<file path="src/rtl/div_seq_pkg.sv">
// div_seq_pkg: shared types and constants for the iterative divide sequencer.
package div_seq_pkg;
   typedef enum logic [1:0] {IDLE, CALC, FIX, DONE} state_e;
   localparam int DEF_WIDTH = 32;
   localparam logic [63:0] DIV0_QUOT = '1;
endpackage

</file>
<file path="src/rtl/div_seq_ctrl_if.sv">
// div_seq_ctrl_if: request handshake plus HiLo result bus of the divide sequencer.
interface div_seq_ctrl_if
   import div_seq_pkg::*;
#(
   parameter int WIDTH = DEF_WIDTH
) ();
   logic               req_valid;
   logic               req_ready;
   logic [WIDTH-1:0]   dividend;
   logic [WIDTH-1:0]   divisor;
   logic               div_signed;
   logic               abort;
   logic               hilo_we;
   logic [2*WIDTH-1:0] hilo_data;
   logic               div_zero;
   logic               busy;
   modport master (
      output req_valid, dividend, divisor, div_signed, abort,
      input  req_ready, hilo_we, hilo_data, div_zero, busy
   );
   modport slave (
      input  req_valid, dividend, divisor, div_signed, abort,
      output req_ready, hilo_we, hilo_data, div_zero, busy
   );
endinterface

</file>
<file path="src/rtl/div_seq_ctrl_step.sv">
// div_step: one restoring shift-subtract iteration on magnitudes.
module div_step #(
   parameter int WIDTH = 32
) (
   input  logic [WIDTH-1:0] rem_i,
   input  logic [WIDTH-1:0] quo_i,
   input  logic [WIDTH-1:0] dvs_i,
   output logic [WIDTH-1:0] rem_o,
   output logic [WIDTH-1:0] quo_o
);
   logic [WIDTH:0] sh, diff;
   // Shifted remainder keeps its carry bit so divisors above 2^(W-1) still compare correctly.
   always_comb begin
      sh    = {rem_i, quo_i[WIDTH-1]};
      diff  = sh - {1'b0, dvs_i};
      rem_o = diff[WIDTH] ? sh[WIDTH-1:0] : diff[WIDTH-1:0];
      quo_o = {quo_i[WIDTH-2:0], ~diff[WIDTH]};
   end
endmodule

</file>
<file path="src/rtl/div_seq_ctrl.sv">
// div_seq_ctrl: iterative restoring divider sequencer loading {rem, quo} into HiLo.
// Signed operation is compiled in only when SIGNED_DIV_EN is defined.
module div_seq_ctrl
   import div_seq_pkg::*;
#(
   parameter int WIDTH = DEF_WIDTH
) (
   input logic           clk,
   input logic           reset,
   div_seq_ctrl_if.slave div_if
);
   localparam int CW = $clog2(WIDTH);
   localparam logic [CW-1:0] LAST = CW'(WIDTH - 1);
   state_e               state_q;
   logic [CW-1:0]        cnt_q;
   logic [WIDTH-1:0]     rem_q, quo_q, dvs_q;
   logic [WIDTH-1:0]     step_rem, step_quo, ld_dvd, ld_dvs, fix_rem, fix_quo;
   logic                 hilo_we_q, div_zero_q;
   logic [2*WIDTH-1:0]   hilo_q;
   logic                 fire;
   assign fire = div_if.req_valid && state_q == IDLE;
`ifdef SIGNED_DIV_EN
   logic dvd_neg, dvs_neg, qneg_q, rneg_q;
   assign dvd_neg = div_if.div_signed && div_if.dividend[WIDTH-1];
   assign dvs_neg = div_if.div_signed && div_if.divisor[WIDTH-1];
   assign ld_dvd  = dvd_neg ? -div_if.dividend : div_if.dividend;
   assign ld_dvs  = dvs_neg ? -div_if.divisor : div_if.divisor;
   assign fix_quo = qneg_q ? -quo_q : quo_q;
   assign fix_rem = rneg_q ? -rem_q : rem_q;
   always_ff @(posedge clk or negedge reset)
      if (!reset) begin
         qneg_q <= 1'b0;
         rneg_q <= 1'b0;
      end else if (fire) begin
         qneg_q <= dvd_neg ^ dvs_neg;
         rneg_q <= dvd_neg;
      end
`else
   logic unused_sign;
   assign unused_sign = div_if.div_signed;
   assign ld_dvd  = div_if.dividend;
   assign ld_dvs  = div_if.divisor;
   assign fix_quo = quo_q;
   assign fix_rem = rem_q;
`endif
   div_step #(.WIDTH(WIDTH)) u_step (
      .rem_i(rem_q),
      .quo_i(quo_q),
      .dvs_i(dvs_q),
      .rem_o(step_rem),
      .quo_o(step_quo)
   );
   always_ff @(posedge clk or negedge reset)
      if (!reset) begin
         state_q    <= IDLE;
         cnt_q      <= '0;
         rem_q      <= '0;
         quo_q      <= '0;
         dvs_q      <= '0;
         hilo_we_q  <= 1'b0;
         hilo_q     <= '0;
         div_zero_q <= 1'b0;
      end else begin
         hilo_we_q <= 1'b0;
         case (state_q)
            IDLE: if (div_if.req_valid) begin
               rem_q <= '0;
               quo_q <= ld_dvd;
               dvs_q <= ld_dvs;
               cnt_q <= '0;
               if (div_if.divisor == '0) begin
                  state_q    <= DONE;
                  hilo_we_q  <= 1'b1;
                  hilo_q     <= {div_if.dividend, DIV0_QUOT[WIDTH-1:0]};
                  div_zero_q <= 1'b1;
               end else
                  state_q <= CALC;
            end
            CALC: if (div_if.abort)
               state_q <= IDLE;
            else begin
               rem_q   <= step_rem;
               quo_q   <= step_quo;
               cnt_q   <= (cnt_q == LAST) ? cnt_q : cnt_q + 1'b1;
               state_q <= (cnt_q == LAST) ? FIX : CALC;
            end
            FIX: if (div_if.abort)
               state_q <= IDLE;
            else begin
               state_q    <= DONE;
               hilo_we_q  <= 1'b1;
               hilo_q     <= {fix_rem, fix_quo};
               div_zero_q <= 1'b0;
            end
            default: state_q <= IDLE;
         endcase
      end
   assign div_if.req_ready = state_q == IDLE;
   assign div_if.busy      = state_q != IDLE;
   assign div_if.hilo_we   = hilo_we_q;
   assign div_if.hilo_data = hilo_q;
   assign div_if.div_zero  = div_zero_q;
endmodule

</file>
<file path="src/flat_wrapper.sv">
// flat-port wrapper written by rule: the top's interface ports become plain ports
module div_seq_ctrl_flat import div_seq_pkg::*;
#(
   parameter int WIDTH = DEF_WIDTH
)
  (clk, reset, div_if_req_valid, div_if_dividend, div_if_divisor, div_if_div_signed, div_if_abort, div_if_req_ready, div_if_hilo_we, div_if_hilo_data, div_if_div_zero, div_if_busy);
  div_seq_ctrl_if #(.WIDTH(WIDTH)) div_if_i ();
  input logic clk;
  input logic reset;
  input wire logic [$bits(div_if_i.req_valid)-1:0] div_if_req_valid;
  input wire logic [$bits(div_if_i.dividend)-1:0] div_if_dividend;
  input wire logic [$bits(div_if_i.divisor)-1:0] div_if_divisor;
  input wire logic [$bits(div_if_i.div_signed)-1:0] div_if_div_signed;
  input wire logic [$bits(div_if_i.abort)-1:0] div_if_abort;
  output wire logic [$bits(div_if_i.req_ready)-1:0] div_if_req_ready;
  output wire logic [$bits(div_if_i.hilo_we)-1:0] div_if_hilo_we;
  output wire logic [$bits(div_if_i.hilo_data)-1:0] div_if_hilo_data;
  output wire logic [$bits(div_if_i.div_zero)-1:0] div_if_div_zero;
  output wire logic [$bits(div_if_i.busy)-1:0] div_if_busy;
  assign div_if_i.req_valid = div_if_req_valid;
  assign div_if_i.dividend = div_if_dividend;
  assign div_if_i.divisor = div_if_divisor;
  assign div_if_i.div_signed = div_if_div_signed;
  assign div_if_i.abort = div_if_abort;
  assign div_if_req_ready = div_if_i.req_ready;
  assign div_if_hilo_we = div_if_i.hilo_we;
  assign div_if_hilo_data = div_if_i.hilo_data;
  assign div_if_div_zero = div_if_i.div_zero;
  assign div_if_busy = div_if_i.busy;
  div_seq_ctrl #(.WIDTH(WIDTH)) u_core (.clk(clk), .reset(reset), .div_if(div_if_i));
endmodule
</file>
<file path="config.mk">
export PLATFORM = sky130hd
export DESIGN_NAME = div_seq_ctrl_flat
export DESIGN_NICKNAME = d
export VERILOG_FILES = /design/src/rtl/div_seq_pkg.sv /design/src/rtl/div_seq_ctrl_if.sv /design/src/rtl/div_seq_ctrl_step.sv /design/src/rtl/div_seq_ctrl.sv /design/src/flat_wrapper.sv
export SDC_FILE = /design/constraint.sdc
export NUM_CORES = 1
export LEC_CHECK = 0
export BUFFER_PORTS_ARGS = -buffer_cell sky130_fd_sc_hd__clkbuf_2
export CAP_MARGIN = 25
export CORE_MARGIN = 2
export CORE_UTILIZATION = 65
export CTS_BUF_LIST = sky130_fd_sc_hd__clkbuf_4
export DETAILED_ROUTE_END_ITERATION = 6
export PLACE_DENSITY = 0.89
export RECOVER_POWER = 50
export SYNTH_ARGS = -nofsm -noshare
export SYNTH_HDL_FRONTEND = slang
export SYNTH_HIERARCHICAL = 1
export SYNTH_SLANG_ARGS = --single-unit
</file>
<file path="constraint.sdc">
create_clock -name clk -period 6.1 [get_ports clk]
set_clock_uncertainty 0.1 [all_clocks]
set_input_delay 0.61 -clock clk [delete_from_list [all_inputs] [get_ports clk]]
set_output_delay 0.61 -clock clk [all_outputs]
set_load 0.02 [all_outputs]
</file>
==> results of run 1 <==
## flip-flops by register name (all words and copies together) (netlist names)
register and count:
u_core/cnt_q 5, u_core/div_if.div_zero 1, u_core/div_if.hilo_data 64, u_core/div_if.hilo_we 1, u_core/dvs_q 32, u_core/fix_quo 32
u_core/fix_rem 32, u_core/state_q 2
## cell families after synthesis
family / share of synthesized area
muxes: 0.108
xor gates and xnor gates: 0.0243
and+or+nand+nor: 0.181
adders and majority gates: 0.0457
buffers and inverters: 0.0774
AOI/OAI and AO/OA: 0.129
DFF: 0.434
## metal layers
metal  up-vias  global-route usage  wire length, um
met5         -                   0                0
li1       3784                   -                -
met3        62              0.0422             1630
met4         0               0.105              683
met1      3794               0.414            10100
met2       380               0.450            10400
## through the flow
step	instances	total power, mW	setup WS (ps)	utilization
final	1323	3.23	2020	0.711
after detailed placement	1290	2.60	2170	0.697
after CTS	1321	3.22	2140	0.716
after global placement	1289	2.55	2240	0.695
after floorplan	1058	2.46	2580	-
after global routing	1323	3.43	1790	0.711
## critical path: stages, from the launching register on
cell and delay, ps:
dfrtp_1 530, nor3b_1 290, clkbuf_1 1480, nand3_1 150
or3_2 470, buf_4 330, and2_4 400, o21ai_1 220
## worst min-delay path by stage
stage	start	slack (ps)	depth (start not counted)	to
3_3_place_gp	u_core/dvs_q[21]	390	1	u_core/dvs_q[21]
6_report	reset	-20	1	u_core/dvs_q[8]
3_5_place_dp	u_core/div_if.hilo_data[60]	400	2	u_core/div_if.hilo_data[60]
2_1_floorplan	reset	210	0	u_core/cnt_q[0]
4_1_cts	reset	10	1	u_core/dvs_q[8]
5_1_grt	reset	40	1	u_core/dvs_q[8]
## cell type report
class,count,area [um2],area share
multi-input cells,754,4780,0.461
clock inverters,12,128,0.0123
clock buffers,19,143,0.0138
diodes,1,2.50,0.000241
repair buffers,145,706,0.0680
flip-flops and latches,169,4230,0.408
well taps,184,230,0.0222
inverters,39,154,0.0148
## cells in the mapped netlist (5+ instances only)
master    count
clkbuf_1     39
o21a_1        7
a31oi_1      39
buf_4        35
nor2_1      108
inv_1        38
ha_1         34
and3_1        5
nand3_1      82
nand4_1       6
or3_1         5
dfrtp_1     169
buf_1         5
nand2b_1      5
a21o_1       18
nand2_1     149
xor2_1       14
mux2_4       19
o21bai_1      5
buf_6         6
nor3_1        7
nor4_1        9
o21ai_0      23
o21ai_1      29
a21oi_1      59
mux2i_1      34
mux2_2       36
buf_2         7
xnor2_1      13
## power breakdown
part	total, mW	internal, mW	switching (mW)
Clock	0.628	0.248	0.379
Sequential	1.46	1.30	0.164
Combinational	1.14	0.501	0.643
Total	3.23	2.04	1.19
==> results.py, run 1 <==
metrics = {
    "die": {
        "initial_core_util": 0.668,
        "core_um2": 14600,
        "ios": 137,
        "dieArea_um2": 16000,
        "fp-row-count": 44,
        "die_h_um": 126,
        "die_w_um": 126,
    },
    "final_layout": {
        "layout.cells.most_common_list": "169 x dfrtp_1, 148 x nand2_1, 108 x nor2_1",
        "nFillCells": 1109,
        "drive_above_1_share": 0.163,
        "fin_nets": 1230,
        "fin_area_um2": 10400,
        "layout_commonest_cell": "dfrtp_1",
        "area_growth_pct": 6.39,
    },
    "grt": {
        "grt_pass1_vias": 7382,
        "grt_pass1_wl_um": 37200,
        "grt_use_total": 0.288,
        "grt-ovfl-total": 0,
        "antenna_found_initial": 1,
        "grt_start_max_net_pins": 94,
    },
    "run_status": {
        "outcome": "finished, violations left",
        "violations": "hold timing, capacitance limit, slew limit",
    },
    "timing": {
        "setup_viol": 0,
        "worst_slew_pin_slew_ps": 2030,
        "whs_ps": -20.7,
        "final_max_slew_viol_count": 36,
        "fin_setup_tns_ps": 0,
        "fmax_mhz": 245,
        "hold_viol": 17,
        "fin_crit_ps": 4080,
        "rsz0062_at_grt": "no",
        "period_share": 0.669,
        "relSlewSlack": -0.354,
    },
    "yosys": {
        "yosys.area.top_type_share": 0.434,
        "syn_inst": 1058,
        "syn_nets": 1162,
        "ys.flop_type": "dfrtp_1",
        "ys_async_sr_fraction": 1.00,
        "ys_ff_latch": 169,
        "synthTopCellsByArea": "dfrtp_1 43%, nand2_1 5.7%, ha_1 4.4%",
        "yosys_warnings": 6,
        "synth_edf_count": 0,
        "synth_cell_type_count": 66,
        "synthesis.area_um2": 9750,
        "postSynthAreaPerCell_um2": 9.21,
        "ys_seq_area_frac": 0.434,
        "synth_top_cell_by_area": "dfrtp_1",
    },
    "cts": {
        "cts_sinks": 169,
        "ctsHoldBuffers": 0,
        "postCtsSetupRepairBufs": 0,
        "cts_tree": "yes",
        "cts_buffer_depth": 2,
        "htree_levels": 4,
        "worstSkewPairLatency_ps": 580,
        "path_clk_slew_ps": 130,
        "numCtsBuffers": 17,
        "cts_root_buf": "clkbuf_4",
        "post_cts_resized": 0,
    },
    "setup_path": {
        "worstPathMaxFanout": 67,
        "cp-start-kind": "register",
        "reg2reg_to": "u_core/div_if.hilo_data[42]",
        "required_ps": 6500,
        "critPathLaunch": "u_core/state_q[0]",
        "r2r_start": "u_core/state_q[0]",
        "worst_setup_path_end_kind": "register",
        "rr_worst_depth": 7,
        "timing_worst_setup_path_type": "reg2reg",
        "cp.arrival_ps": 4480,
        "endpoint": "u_core/div_if.hilo_data[42]",
        "r2r_slack_ps": 2020,
    },
    "placement": {
        "place_area_um2": 10200,
        "port_buffers": 135,
        "gp_congestion": 0.920,
        "dpl.hpwl_um": 16200,
    },
    "pwr": {
        "powerDensity_nw_per_um2": 312,
        "vdd_drop_max_mv": 0.123,
        "p_leak_nw": 5.03,
    },
    "flow_run": {
        "max_cap_violations": 1,
    },
    "detailed_routing": {
        "via_per_inst": 6.06,
        "post_drt_wl_per_cell_um": 17.3,
        "postRouteAntennaNets": 0,
        "drtIter0Drc": 906,
        "route.detailed.drc": 0,
        "num_vias": 8020,
        "wl_um": 22800,
        "drt-pass1-iter-count": 6,
    },
    "min_path": {
        "hold_class": "in2async",
    },
}
(Power assumes the default switching activity.)
==> run 2: changes to the inputs <==
--- a/config.mk
+++ b/config.mk
@@ -8,10 +8,10 @@
 export BUFFER_PORTS_ARGS = -buffer_cell sky130_fd_sc_hd__clkbuf_2
 export CAP_MARGIN = 25
 export CORE_MARGIN = 2
-export CORE_UTILIZATION = 65
+export CORE_UTILIZATION = 54
 export CTS_BUF_LIST = sky130_fd_sc_hd__clkbuf_4
 export DETAILED_ROUTE_END_ITERATION = 6
-export PLACE_DENSITY = 0.89
+export PLACE_DENSITY = 0.79
 export RECOVER_POWER = 50
 export SYNTH_ARGS = -nofsm -noshare
 export SYNTH_HDL_FRONTEND = slang
==> constraint.sdc (replaced) <==
create_clock -name clk -period 3.4 [get_ports clk]
set_clock_uncertainty 0.1 [all_clocks]
set_input_delay 0.34 -clock clk [delete_from_list [all_inputs] [get_ports clk]]
set_output_delay 0.34 -clock clk [all_outputs]
set_load 0.02 [all_outputs]
==> results.py, run 2 (synthesis results as in run 1) <==
metrics = {
    "setup_path": {
        "cp-start-kind": "register",
        "path_cells": "ha_4 -> fa_2 -> and2b_2 -> o2111ai_4 -> a21oi_2 -> o2111ai_2 -> a211oi_2 -> nor2_4 -> mux2i_4 -> and2_4 -> buf_6 -> buf_4 -> o21ai_0 -> nand3_1 -> nand2_1",
        "cp_slowest_cell": "dfrtp_1",
        "cp.arrival_ps": 3970,
        "worst_setup_path_end_kind": "register",
        "timing_worst_setup_path_type": "reg2reg",
        "required_ps": 3840,
        "worstPathMaxFanout": 9,
        "crit_path_max_incr_delay_ps": 460,
    },
    "detailed_routing": {
        "wl_met3_um": 1610,
        "route.layer.met1.wl_um": 11400,
        "postRouteAntennaNets": 0,
        "via_per_inst": 5.69,
        "route.detailed.drc": 0,
        "drt-pass1-iter-count": 6,
        "wl_um": 25100,
        "wl_met2_um": 11400,
        "post_drt_wl_per_cell_um": 17.1,
        "top_layer": "met4",
        "num_vias": 8330,
        "drtIter0Drc": 650,
    },
    "final_layout": {
        "layout.cells.most_common_list": "169 x dfrtp_1, 148 x nand2_1, 121 x clkbuf_2",
        "area_growth_pct": 18.1,
        "layout_commonest_cell": "dfrtp_1",
        "largest_reg_flops": 64,
        "drive_above_1_share": 0.221,
        "fin_nets": 1324,
    },
    "die": {
        "ios": 137,
        "fp-row-count": 49,
        "dieArea_um2": 19100,
        "initial_core_util": 0.546,
        "core_um2": 17800,
        "die_w_um": 138,
        "die_h_um": 138,
    },
    "timing": {
        "whs_ps": 412,
        "rsz0062_at_grt": "yes",
        "final_max_slew_viol_count": 82,
        "period_share": 1.04,
        "hold_viol": 0,
        "worst_slew_pin_slew_ps": 2070,
        "fin_crit_ps": 3530,
        "fmax_mhz": 283,
        "setup_viol": 27,
        "fin_setup_tns_ps": -856,
        "setup_slack_ps": -129,
        "relSlewSlack": -0.379,
    },
    "pwr": {
        "p_sw_frac": 0.380,
        "vdd_drop_max_mv": 0.313,
        "clockPowerShare": 0.192,
        "powerDensity_nw_per_um2": 549,
        "power_frac_comb": 0.395,
        "p_int_mw": 3.92,
        "power_frac_seq": 0.414,
        "p_leak_nw": 5.63,
        "p_switching_mw": 2.40,
    },
    "cts": {
        "path_clk_slew_ps": 150,
        "worstSkewPairLatency_ps": 590,
        "cts_buffer_depth": 2,
        "cts_sinks": 169,
        "htree_levels": 4,
        "numCtsBuffers": 17,
        "cts_tree": "yes",
        "cts_root_buf": "clkbuf_4",
    },
    "min_path": {
        "hold_class": "in2reg",
    },
    "grt": {
        "grt_start_max_net_pins": 82,
        "grt-ovfl-total": 0,
        "grt_use_total": 0.256,
        "grt_pass1_wl_um": 40200,
        "antenna_found_initial": 1,
        "grt_pass1_vias": 7911,
    },
    "run_status": {
        "violations": "capacitance limit, slew limit, setup timing",
        "outcome": "finished, violations left",
    },
    "placement": {
        "port_buffers": 135,
        "gp_congestion": 0.993,
        "dpl.hpwl_um": 17200,
    },
    "flow_run": {
        "max_cap_violations": 1,
    },
}
-- run 2: repair_timing --
item                                   4_1_cts  5_1_grt
pin swaps                                    0       11
gates cloned                                 0        2
hold buffers                                67        0
setup endpoints to repair                    6       30
endpoints found under the hold margin      177        0
buffers inserted                             0       12
resized for setup                            1       22
-- run 2: worst max-delay path, delay by kind of cell, from the launching register on --
kind / cells / cell delay (ps)
AND/OR/NAND/NOR: 5 / 760
AO/OA/AOI/OAI: 5 / 1070
buffers and inverters: 2 / 310
adder cells (fa/ha/maj): 2 / 550
multiplexers: 1 / 200
flip-flops: 1 / 460
-- run 2: path summary, 6_finish.rpt --
check / depth (start not counted) / start / to / slack, ps
max: 15 / u_core/dvs_q[0] / u_core/fix_rem[20] / -130
max reg2reg: 15 / u_core/dvs_q[0] / u_core/fix_rem[20] / -130
min: 3 / div_if_divisor[18] / u_core/dvs_q[18] / 410
min in group asynchronous: 2 / reset / u_core/div_if.div_zero / 760
min reg2reg: 2 / u_core/div_if.div_zero / u_core/div_if.div_zero / 420
max in group asynchronous: 3 / reset / u_core/dvs_q[8] / 660
-- run 2: cell type report --
class | count | area (um2)
Antenna cell | 1 | 2.50
Clock buffer | 17 | 128
Clock inverter | 15 | 170
Fill cell | 1474 | 6330
Inverter | 39 | 159
Multi-Input combinational cell | 754 | 4860
Sequential cell | 169 | 4230
Tap cell | 229 | 287
Timing Repair Buffer | 237 | 1640
Timing Repair inverter | 2 | 32.5
-- run 2: stage by stage --
stage          cell area [um2]  power [mW]  setup WS [ps]   util  cells
6_report                 11500        6.32           -129  0.645   1463
3_3_place_gp             10300        4.67           60.1  0.579   1349
5_1_grt                  11500        6.69           -309  0.645   1463
4_1_cts                  11300        6.03          -6.16  0.634   1448
3_5_place_dp             10300        4.75          -2.91  0.579   1349
2_1_floorplan             9760        4.42           28.2      -   1058
-- run 2: metal layers --
layer  global-route usage  vias to the layer above
li1                     -                     3962
met1                0.366                     3941
met2                0.396                      358
met3               0.0450                       69
met4               0.0913                        0
met5                    0                        -
-- run 2: power by group through the flow --
stage	clock network (mW)	logic (mW)	registers (mW)
after CTS	1.24	2.18	2.61
after global placement	0	2.04	2.63
after floorplan	0	1.84	2.58
final	1.21	2.50	2.62
after detailed placement	0	2.10	2.65
after global routing	1.32	2.70	2.66
